--- config.mk ---
export PLATFORM = sky130hd
export DESIGN_NAME = ram_stream_loader_flat
export DESIGN_NICKNAME = d
export VERILOG_FILES = /design/src/rtl/ram_stream_loader_pkg.sv /design/src/rtl/ram_stream_loader_if.sv /design/src/rtl/ram_stream_loader.sv /design/src/flat_wrapper.sv
export SDC_FILE = /design/constraint.sdc
export NUM_CORES = 1
export LEC_CHECK = 0
export BUFFER_PORTS_ARGS = -buffer_cell sky130_fd_sc_hd__buf_2
export CAP_MARGIN = 10
export CORE_ASPECT_RATIO = 1.25
export CORE_MARGIN = 2
export CORE_UTILIZATION = 30
export DETAILED_ROUTE_END_ITERATION = 8
export GPL_TIMING_DRIVEN = 0
export PLACE_DENSITY = 0.58
export SYNTH_ARGS = -nofsm -noshare
export SYNTH_HDL_FRONTEND = slang
export SYNTH_SLANG_ARGS = --single-unit
--- constraint.sdc ---
create_clock -name clk -period 5.6 [get_ports clk]
set_clock_uncertainty 0.05 [all_clocks]
set_input_delay 0.56 -clock clk [delete_from_list [all_inputs] [get_ports clk]]
set_output_delay 0.56 -clock clk [all_outputs]
set_load 0.02 [all_outputs]
--- src/rtl/ram_stream_loader_pkg.sv ---
// Shared constants and FSM encoding for the RAM512 stream loader.
// RAM512 geometry is used by RAM512, the CPU and this loader.
// State encoding is shared so the bench and debug tooling can decode it.
package ram_stream_loader_pkg;

  localparam int RAM_ADDR_W = 9;
  localparam int RAM_DATA_W = 16;

  typedef enum logic [2:0] {
    ST_IDLE   = 3'd0,
    ST_ACCEPT = 3'd1,
    ST_WRITE  = 3'd2,
    ST_VERIFY = 3'd3,
    ST_DONE   = 3'd4
  } state_t;

endpackage

--- src/rtl/ram_stream_loader_if.sv ---
// Stream input plus RAM512 write/read port bundle for the loader.
// master: the loader side (takes stream words, drives the RAM port).
// slave: the environment side (stream source and the RAM itself).
interface ram_stream_loader_if
  import ram_stream_loader_pkg::*;
#(
  parameter int ADDR_W = RAM_ADDR_W,
  parameter int DATA_W = RAM_DATA_W
);

  logic              s_valid;
  logic [DATA_W-1:0] s_data;
  logic              s_ready;
  logic              ram_load;
  logic [ADDR_W-1:0] ram_address;
  logic [DATA_W-1:0] ram_in;
  logic [DATA_W-1:0] ram_out;

  modport master (
    input  s_valid, s_data, ram_out,
    output s_ready, ram_load, ram_address, ram_in
  );

  modport slave (
    output s_valid, s_data, ram_out,
    input  s_ready, ram_load, ram_address, ram_in
  );

endinterface

--- src/rtl/ram_stream_loader.sv ---
// Writes a valid/ready word stream into consecutive RAM512 addresses from a base.
// Latency: 2 cycles per word (accept, write), 3 with RAM_VERIFY_EN read-back check.
// Backpressure: s_ready only in the accept state; upstream gaps simply hold the FSM there.
module ram_stream_loader
  import ram_stream_loader_pkg::*;
#(
  parameter int ADDR_W = RAM_ADDR_W,
  parameter int DATA_W = RAM_DATA_W
) (
  input  logic                clk,
  input  logic                rst_n,
  input  logic                start,
  input  logic [ADDR_W-1:0]   base_addr,
  input  logic [ADDR_W:0]     word_count,
  ram_stream_loader_if.master bus,
  output logic                busy,
  output logic                done,
  output logic                verify_err
);

  state_t            state, state_d;
  logic [ADDR_W-1:0] addr, addr_d;
  logic [ADDR_W:0]   remaining, remaining_d;
  logic [ADDR_W-1:0] ram_address_d;
  logic [DATA_W-1:0] ram_in_d;
  logic              s_ready_d, ram_load_d, busy_d, done_d;

`ifdef RAM_VERIFY_EN
  logic verify_err_q, verify_err_d;
  assign verify_err = verify_err_q;
`else
  // Without read-back the RAM output is never looked at.
  logic unused_ram_out;
  assign unused_ram_out = ^bus.ram_out;
  assign verify_err     = 1'b0;
`endif

  // Next-state and next-output decode; outputs are derived from the next state so they register cleanly.
  always_comb begin
    state_d       = state;
    addr_d        = addr;
    remaining_d   = remaining;
    ram_address_d = bus.ram_address;
    ram_in_d      = bus.ram_in;
`ifdef RAM_VERIFY_EN
    verify_err_d  = verify_err_q;
`endif
    case (state)
      ST_IDLE: begin
        if (start) begin
          addr_d      = base_addr;
          remaining_d = word_count;
`ifdef RAM_VERIFY_EN
          verify_err_d = 1'b0;
`endif
          state_d     = (word_count == '0) ? ST_DONE : ST_ACCEPT;
        end
      end
      ST_ACCEPT: begin
        if (bus.s_valid && bus.s_ready) begin
          ram_in_d      = bus.s_data;
          ram_address_d = addr;
          state_d       = ST_WRITE;
        end
      end
      ST_WRITE: begin
        // Address wraps naturally at 2^ADDR_W.
        addr_d      = addr + 1'b1;
        remaining_d = remaining - 1'b1;
`ifdef RAM_VERIFY_EN
        state_d     = ST_VERIFY;
`else
        state_d     = (remaining == {{ADDR_W{1'b0}}, 1'b1}) ? ST_DONE : ST_ACCEPT;
`endif
      end
      ST_VERIFY: begin
`ifdef RAM_VERIFY_EN
        // RAM captured the word at the end of WRITE; ram_out now reflects the held address.
        if (bus.ram_out != bus.ram_in) verify_err_d = 1'b1;
`endif
        state_d = (remaining == '0) ? ST_DONE : ST_ACCEPT;
      end
      ST_DONE: begin
        state_d = ST_IDLE;
      end
      default: begin
        state_d = ST_IDLE;
      end
    endcase

    s_ready_d  = (state_d == ST_ACCEPT);
    ram_load_d = (state_d == ST_WRITE);
    busy_d     = (state_d != ST_IDLE);
    done_d     = (state_d == ST_DONE);
  end

  // State and registered outputs; reset abandons any transfer in flight.
  always_ff @(posedge clk) begin
    if (!rst_n) begin
      state           <= ST_IDLE;
      addr            <= '0;
      remaining       <= '0;
      bus.s_ready     <= 1'b0;
      bus.ram_load    <= 1'b0;
      bus.ram_address <= '0;
      bus.ram_in      <= '0;
      busy            <= 1'b0;
      done            <= 1'b0;
`ifdef RAM_VERIFY_EN
      verify_err_q    <= 1'b0;
`endif
    end else begin
      state           <= state_d;
      addr            <= addr_d;
      remaining       <= remaining_d;
      bus.s_ready     <= s_ready_d;
      bus.ram_load    <= ram_load_d;
      bus.ram_address <= ram_address_d;
      bus.ram_in      <= ram_in_d;
      busy            <= busy_d;
      done            <= done_d;
`ifdef RAM_VERIFY_EN
      verify_err_q    <= verify_err_d;
`endif
    end
  end

endmodule

--- src/flat_wrapper.sv ---
// flat-port wrapper written by rule: the top's interface ports become plain ports
module ram_stream_loader_flat import ram_stream_loader_pkg::*;
#(
  parameter int ADDR_W = RAM_ADDR_W,
  parameter int DATA_W = RAM_DATA_W
)
  (clk, rst_n, start, base_addr, word_count, busy, done, verify_err, bus_s_valid, bus_s_data, bus_ram_out, bus_s_ready, bus_ram_load, bus_ram_address, bus_ram_in);
  ram_stream_loader_if #(.ADDR_W(ADDR_W), .DATA_W(DATA_W)) bus_i ();
  input  logic clk;
  input  logic rst_n;
  input  logic start;
  input  logic [ADDR_W-1:0] base_addr;
  input  logic [ADDR_W:0] word_count;
  output logic busy;
  output logic done;
  output logic verify_err;
  input wire logic [$bits(bus_i.s_valid)-1:0] bus_s_valid;
  input wire logic [$bits(bus_i.s_data)-1:0] bus_s_data;
  input wire logic [$bits(bus_i.ram_out)-1:0] bus_ram_out;
  output wire logic [$bits(bus_i.s_ready)-1:0] bus_s_ready;
  output wire logic [$bits(bus_i.ram_load)-1:0] bus_ram_load;
  output wire logic [$bits(bus_i.ram_address)-1:0] bus_ram_address;
  output wire logic [$bits(bus_i.ram_in)-1:0] bus_ram_in;
  assign bus_i.s_valid = bus_s_valid;
  assign bus_i.s_data = bus_s_data;
  assign bus_i.ram_out = bus_ram_out;
  assign bus_s_ready = bus_i.s_ready;
  assign bus_ram_load = bus_i.ram_load;
  assign bus_ram_address = bus_i.ram_address;
  assign bus_ram_in = bus_i.ram_in;
  ram_stream_loader #(.ADDR_W(ADDR_W), .DATA_W(DATA_W)) u_core (.clk(clk), .rst_n(rst_n), .start(start), .base_addr(base_addr), .word_count(word_count), .bus(bus_i), .busy(busy), .done(done), .verify_err(verify_err));
endmodule
# == After elaboration in Yosys (flattened, before gate mapping) ==
# Cells that the tools add are included.
# totals
ff_bits,51
in_bits,55
output_inout_bits,30
wordCells,37
# classes
addsub,2
eq_ne,8
n_mux,10
reduce_logical,8
# ops
op,n
$logic_not 10->1,2
$pmux 10 s2,1
$pmux 9 s2,1
$mux 3,5
$pmux 3 s4,1
$eq 10x1->1 const B,1
$mux 10,1
$sub 10x1->10 const B,1
$add 9x1->9 const B,1
$eq 3x2->1 const B,3
$mux 9,1
$eq 3x1->1 const B,2
$reduce_and 2->1,2
$eq 3x3->1 const B,1
$logic_not 3->1,1
$reduce_bool 3->1,1
$ne 2x2->1 const B,1
$reduce_bool 2->1,1
$logic_and 1x1->1,1

# == Logic depth before layout (Yosys ltp) ==
# Gate-level depths: netlist of the first run.
# depth
ltp_word,5
ltp_mapped,6
ltp_nobuf,6

# == Least setup slack after synthesis of the first run ==
# OpenSTA, ideal clock, no wires.
# synth_timing
path_kind,input to register
start,input word_count[7]
end,register u_core.busy
setup_ns,0.120
arrival_time_ns,1.802
t_required_ns,5.430
slack_ns,3.628
path_stages,4
path_buffers,0
path_cell_list,nor4_1 a31oi_1 or4_1 o31a_1
# synth_via
elab_chain_len,5
# synth_rtl
item,line,source
from (decl),flat_wrapper.sv:13,input logic [ADDR_W:0] word_count;
$logic_not 10->1,ram_stream_loader.sv:56,state_d = (word_count == '0) ? ST_DONE : ST_ACCEPT;
$mux 3,ram_stream_loader.sv:56,
$mux 3,ram_stream_loader.sv:50,if (start) begin
$pmux 3 s4,ram_stream_loader.sv:48,case (state)
$reduce_bool 3->1,ram_stream_loader.sv:93,busy_d = (state_d != ST_IDLE);
to (signal assigned),ram_stream_loader.sv:120,busy <= busy_d;
to (decl),ram_stream_loader.sv:16,"output logic busy,"
# No other way between the ends.
# A chain may end at the register's enable or synchronous reset.

# == Final worst setup path of the first run ==
# layout_timing
start,register u_core.state[1]
end,register u_core.remaining[3]
# layout_via
elab_chain_len,3
elab_cells_between_ends,6
classes_between,eq/ne (2); mux (1); reduce/logical (3)
# layout_rtl
item,line,source
from (decl),ram_stream_loader.sv:21,"state_t state, state_d;"
from (signal assigned),ram_stream_loader.sv:113,state <= state_d;
$eq 3x2->1 or $logic_not 3->1 (tied branches),ram_stream_loader.sv:48,
$reduce_bool 2->1 (no source line) or $ne 2x2->1 (tied branches),--,
$reduce_and 2->1 (no source line),--,
to (signal assigned),ram_stream_loader.sv:115,remaining <= remaining_d;
to (decl),ram_stream_loader.sv:23,"logic [ADDR_W:0] remaining, remaining_d;"
# Several ways; a longest one is shown, not always the timed one.

==> impl_metrics.ini, run 1 <==
[logic_synthesis]
synth_area_per_cell_um2 = 8.18
synth_area_mm2 = 0.00218
synth_cell_type_count = 43
mappedNetlistNets = 325
ys.flop_type = dfxtp_1
synth_seq_area_share = 0.467
yosysWarnings = 0
syn-instance-count = 267
synth_edf_count = 0
synth_async_sr_flop_share = 0
synth_seq_cells = 51

[final_layout]
multi_input_area_mm2 = 0.00107
fillers = 769
final_layout_size_suffix_gt1_frac = 0.275
finalNonFillerCells = 432
stdcell_area_mm2 = 0.00273
fin_nets = 399
synthToLayoutAreaGrowth_pct = 25.0
num_antenna_cells = 0
ff_latch_area_mm2 = 0.00102

[power_and_ir_drop]
power_density_mw_per_mm2 = 265
cellLeakagePower_nw = 1.10
vdd_ir_drop_max_mv = 0.108

[clocking]
cts_made_buffers = 5
cts_tree = done
clk_latency_ps = 310
cts_sinks = 51
cts_resized = 0
cts_root_buf = clkbuf_8
clock_path_buffers = 2
postCtsHoldBufs = 0
htree_num_levels = 2
path_clk_slew_ps = 100
post-cts-setup-buffers = 0

[placed_design]
io_buffer_count = 67
dpl.cell_count = 424
dpl_cell_area_mm2 = 0.00263
dp_slack_ps = 3320
gp_congestion = 0.884
place_hpwl_um = 4470

[drt]
remaining_drc_errors = 0
ant_nets = 0
via_count = 2179
vias_per_cell = 5.04
wirelength_um = 5970
drt_first_pass_iters = 4
routedWlPerCell_um = 13.8
first_iter_violations = 49

[critical_path]
cp_max_fo = 8
r2r_cells = 4
cp_data_required_time_ps = 5730
worstPathArrival_ps = 2260
r2r-end = u_core.remaining[3]
start_kind = flip-flop
cp-end-kind = flip-flop
reg2reg_from = u_core.state[1]
reg2reg_slack_ps = 3470
crit_type = reg2reg

[sta]
finalSetupTns_ps = 0
fmax_mhz = 470
fin_crit_ps = 2130
final-hold-violation-count = 0
timing.hold.ws_ps = 405
maxSlewHeadroom = 0.349
tightest_slew_ps = 975
rsz0062_at_grt = false
fin_crit_sh = 0.380
setup_viol = 0
fin_ws_ps = 3470
timing.final.max_slew_violations = 0

[grt]
grtUsageTotal = 0.147
grt_pass1_wl_um = 9260
antenna_found_initial = 0
first_global_vias = 2025
grt_overflow_total = 0
grt_max_degree = 17

[hold_path]
min_from = u_core.bus.ram_in[3]
worstHoldPathType = reg2reg
holdPathEnd = u_core.bus.ram_in[3]
hold_depth = 2

[die]
die_h_um = 99.4
initial_core_util = 0.311
die_w_um = 80.3
std_cell_rows = 34
pin_count = 85
coreArea_mm2 = 0.00702
fp.dieArea_mm2 = 0.00798

[run_status]
outcome = completed

[job]
drv_cap = 0
state kept, by name, summed over array words and instances, names as in the netlist:
register	cells
u_core.bus.ram_in	16
u_core.remaining	10
u_core.addr	9
u_core.bus.ram_address	9
u_core.state	3
u_core.bus.ram_load	1
u_core.bus.s_ready	1
u_core.busy	1
u_core.done	1
per-stage QoR:
step	util	power [mW]
2_1_floorplan	-	0.463
3_3_place_gp	0.375	0.501
3_5_place_dp	0.375	0.503
4_1_cts	0.389	0.733
5_1_grt	0.389	0.758
6_report	0.389	0.725
cell usage in the layout (no fill, tap or decap), types with 3 or more instances in the layout:
cell | synthesis | layout
dfxtp_1 | 51 | 51
clkbuf_8 | 0 | 6
ha_1 | 3 | 3
a31oi_1 | 13 | 13
nor2_1 | 11 | 11
or2_2 | 3 | 3
clkbuf_1 | 11 | 11
nor3_1 | 6 | 6
nand3_1 | 5 | 5
nand2_1 | 59 | 59
inv_1 | 5 | 5
buf_2 | 4 | 71
a21oi_1 | 37 | 37
o21ai_0 | 11 | 11
o211ai_1 | 3 | 3
and2_1 | 3 | 3
nand4_1 | 4 | 4
or3b_2 | 3 | 3
cell usage after synthesis, types with 2 or more instances:
cell | number | share of area
a32oi_1 | 2 | 0.0080
a311oi_1 | 2 | 0.0080
and3_1 | 2 | 0.0057
o31a_1 | 2 | 0.0080
nand3b_1 | 2 | 0.0069
o21ai_0 | 11 | 0.025
nor3_1 | 6 | 0.014
nand3_1 | 5 | 0.011
a21oi_1 | 37 | 0.085
o211ai_1 | 3 | 0.010
nor3b_1 | 2 | 0.0069
or3b_2 | 3 | 0.012
or2_2 | 3 | 0.0086
nand4_1 | 4 | 0.011
or3_2 | 2 | 0.0069
buf_2 | 4 | 0.0092
inv_1 | 5 | 0.0086
ha_1 | 3 | 0.017
nor2_1 | 11 | 0.019
dfxtp_1 | 51 | 0.47
a211oi_1 | 2 | 0.0069
clkbuf_1 | 11 | 0.019
a31oi_1 | 13 | 0.037
and2_1 | 3 | 0.0086
nand2_1 | 59 | 0.10
nor4_1 | 2 | 0.0057
critical path, stage by stage, from the launching register on:
cell	delay, ps
dfxtp_1	370
nor4b_2	870
nor2_1	320
o21ai_0	280
a31oi_1	110
how the worst max path moves through the flow:
stage,endpoint,from,slack (ps)
floorplan,u_core.busy,word_count[7],3630
global placement,u_core.busy,word_count[7],3280
detailed placement,u_core.busy,word_count[7],3320
CTS,u_core.remaining[6],u_core.state[1],3530
global route,u_core.addr[3],u_core.state[1],3300
finish,u_core.remaining[3],u_core.state[1],3470
per-layer routing:
layer,track usage,part of all wire,vias to the layer above
li1,-,-,1099
met1,0.178,0.45,1010
met2,0.246,0.47,62
met3,0.0417,0.064,8
met4,0.0535,0.013,0
met5,0,0,-
report_power, final:
group          internal, mW  switching [mW]  leakage (nW)
clock network         0.101           0.130        0.0474
registers             0.379          0.0163         0.416
logic                0.0403          0.0586         0.635
total                 0.520           0.205          1.10
kinds of logic (layout without fill, tap and decap cells):
kind of cell / count (synthesis) / after routing / synth area share
compound gates: 79 / 79 / 0.217
fa+ha+maj: 3 / 3 / 0.0172
buf+inv: 22 / 97 / 0.0418
flops: 51 / 51 / 0.467
other cells: 1 / 1 / 0.00172
simple gates: 111 / 111 / 0.255
cell type report:
| cell class | instances | share of cell area |
|---|---|---|
| clock buffer | 6 | 0.0302 |
| multi-input combinational | 194 | 0.393 |
| buffer | 16 | 0.0252 |
| tap | 90 | 0.0412 |
| clock inverter | 2 | 0.00596 |
| inverter | 6 | 0.00825 |
| timing repair buffer | 67 | 0.123 |
| sequential | 51 | 0.374 |
Note: power is estimated with default switching activity, not from simulation.
==> run 2: changes to the inputs <==
==> constraint.sdc (replaced) <==
create_clock -name clk -period 2.1 [get_ports clk]
set_clock_uncertainty 0.05 [all_clocks]
set_input_delay 0.21 -clock clk [delete_from_list [all_inputs] [get_ports clk]]
set_output_delay 0.21 -clock clk [all_outputs]
set_load 0.02 [all_outputs]
==> impl_metrics.ini, run 2 (same netlist as run 1, synthesis figures left out) <==
[grt]
grt_overflow_total = 0
first_global_vias = 2025
grt_pass1_wl_um = 9260
grt_max_degree = 17
grtUsageTotal = 0.147
antenna_found_initial = 0

[placed_design]
dp_slack_ps = 63.2
io_buffer_count = 67
gp_congestion = 0.884
place_hpwl_um = 4470

[final_layout]
num_antenna_cells = 0
top_register = u_core.bus.ram_in
final_common_cell = buf_2
post-route-util = 0.391
largest_reg_flops = 16
synthToLayoutAreaGrowth_pct = 25.6
multi_input_area_mm2 = 0.00108
final_cell_mix = buf_2 (71), nand2_1 (59), dfxtp_1 (49)
fin_nets = 399
fillers = 767
final_layout_size_suffix_gt1_frac = 0.284
ff_latch_area_mm2 = 0.00102
reg_top3 = u_core.bus.ram_in x16, u_core.remaining x10

[sta]
timing.final.max_slew_violations = 0
tightest_slew_ps = 585
timing.hold.ws_ps = 70.4
maxSlewHeadroom = 0.608
fin_crit_sh = 0.952
fmax_mhz = 500
fin_ws_ps = 99.8
rsz0062_at_grt = false
final-hold-violation-count = 0
fin_crit_ps = 2000
finalSetupTns_ps = 0
setup_viol = 0

[drt]
routedWlPerCell_um = 13.8
via_count = 2195
ant_nets = 0
first_iter_violations = 50
drt_first_pass_iters = 4
vias_per_cell = 5.08
wirelength_um = 5970
remaining_drc_errors = 0

[clocking]
clk_latency_ps = 310
cts_tree = done
clock_path_buffers = 2
cts_made_buffers = 5
path_clk_slew_ps = 100
htree_num_levels = 2
postCtsHoldBufs = 0
post-cts-setup-buffers = 0
cts_sinks = 51
cts_root_buf = clkbuf_8

[die]
std_cell_rows = 34
initial_core_util = 0.311
fp.dieArea_mm2 = 0.00798
die_h_um = 99.4
pin_count = 85
coreArea_mm2 = 0.00702
die_w_um = 80.3

[power_and_ir_drop]
vdd_ir_drop_max_mv = 0.287
power_density_mw_per_mm2 = 705
cellLeakagePower_nw = 1.11

[critical_path]
start_kind = flip-flop
crit_type = reg2reg
r2r-end = u_core.addr[6]
reg2reg_slack_ps = 100
worstPathArrival_ps = 2150
cp_data_required_time_ps = 2250
cp-end-kind = flip-flop
cp_max_fo = 10
reg2reg_from = u_core.state[1]
r2r_cells = 5

[hold_path]
min_from = bus_s_data[13]
hold_depth = 3
holdPathEnd = u_core.bus.ram_in[13]
worstHoldPathType = in2reg

[job]
drv_cap = 0

[run_status]
outcome = completed
==> run 2: cell count changes in the layout (fill, tap and decap cells not counted) <==
cell | before | now
dfxtp_2 | 0 | 2
clkbuf_2 | 0 | 1
dfxtp_1 | 51 | 49
clkbuf_1 | 11 | 10
nor4b_4 | 0 | 1
nor4b_2 | 1 | 0
==> run 2: layer usage <==
metal,global-route usage,vias to the layer above,share of wire
met5,0,-,0
met4,0.0535,0,0.011
met3,0.0417,6,0.064
met2,0.246,67,0.47
met1,0.178,1022,0.45
li1,-,1100,-
==> run 2: worst max-delay path by stage <==
stage / start / endpoint / slack [ps] / cells past startpoint
3_3_place_gp: u_core.state[1] / u_core.addr[0] / 50 / 4
6_report: u_core.state[1] / u_core.addr[6] / 100 / 5
4_1_cts: u_core.state[1] / u_core.remaining[6] / 30 / 5
2_1_floorplan: u_core.remaining[4] / u_core.busy / 280 / 4
5_1_grt: u_core.remaining[4] / u_core.busy / 20 / 4
3_5_place_dp: u_core.state[1] / u_core.remaining[3] / 60 / 4
==> run 2: critical path, stage by stage, from the launching register on <==
cell	delay, ps
dfxtp_2	370
or4b_2	660
clkbuf_1	210
clkbuf_1	280
o21ai_0	250
nor3_1	70
==> run 2: area by class of cell <==
cell class	instances	share of cell area
Timing Repair Buffer	67	0.122
Sequential cell	51	0.373
Multi-Input combinational cell	194	0.394
Clock inverter	2	0.00593
Clock buffer	6	0.0301
Tap cell	90	0.0410
Inverter	6	0.00821
Buffer	16	0.0255
==> run 2: report_power, final <==
part           internal [mW]  switching, mW  total (mW)  leakage [nW]
registers               1.01         0.0444        1.06         0.416
clock network          0.270          0.344       0.614        0.0474
logic                  0.109          0.156       0.265         0.644
==> run 2: metrics by stage <==
step	total power, mW	std cells	area [µm²]
after floorplan	1.23	267	2180
after global placement	1.34	424	2630
after detailed placement	1.34	424	2630
after CTS	1.96	432	2730
after global routing	2.02	432	2740
final	1.93	432	2740
==> run 2: timing repair <==
action / CTS / global route
setup endpoints to repair: 0 / 25
resized for setup: 0 / 5
hold endpoints to repair: 0 / 0
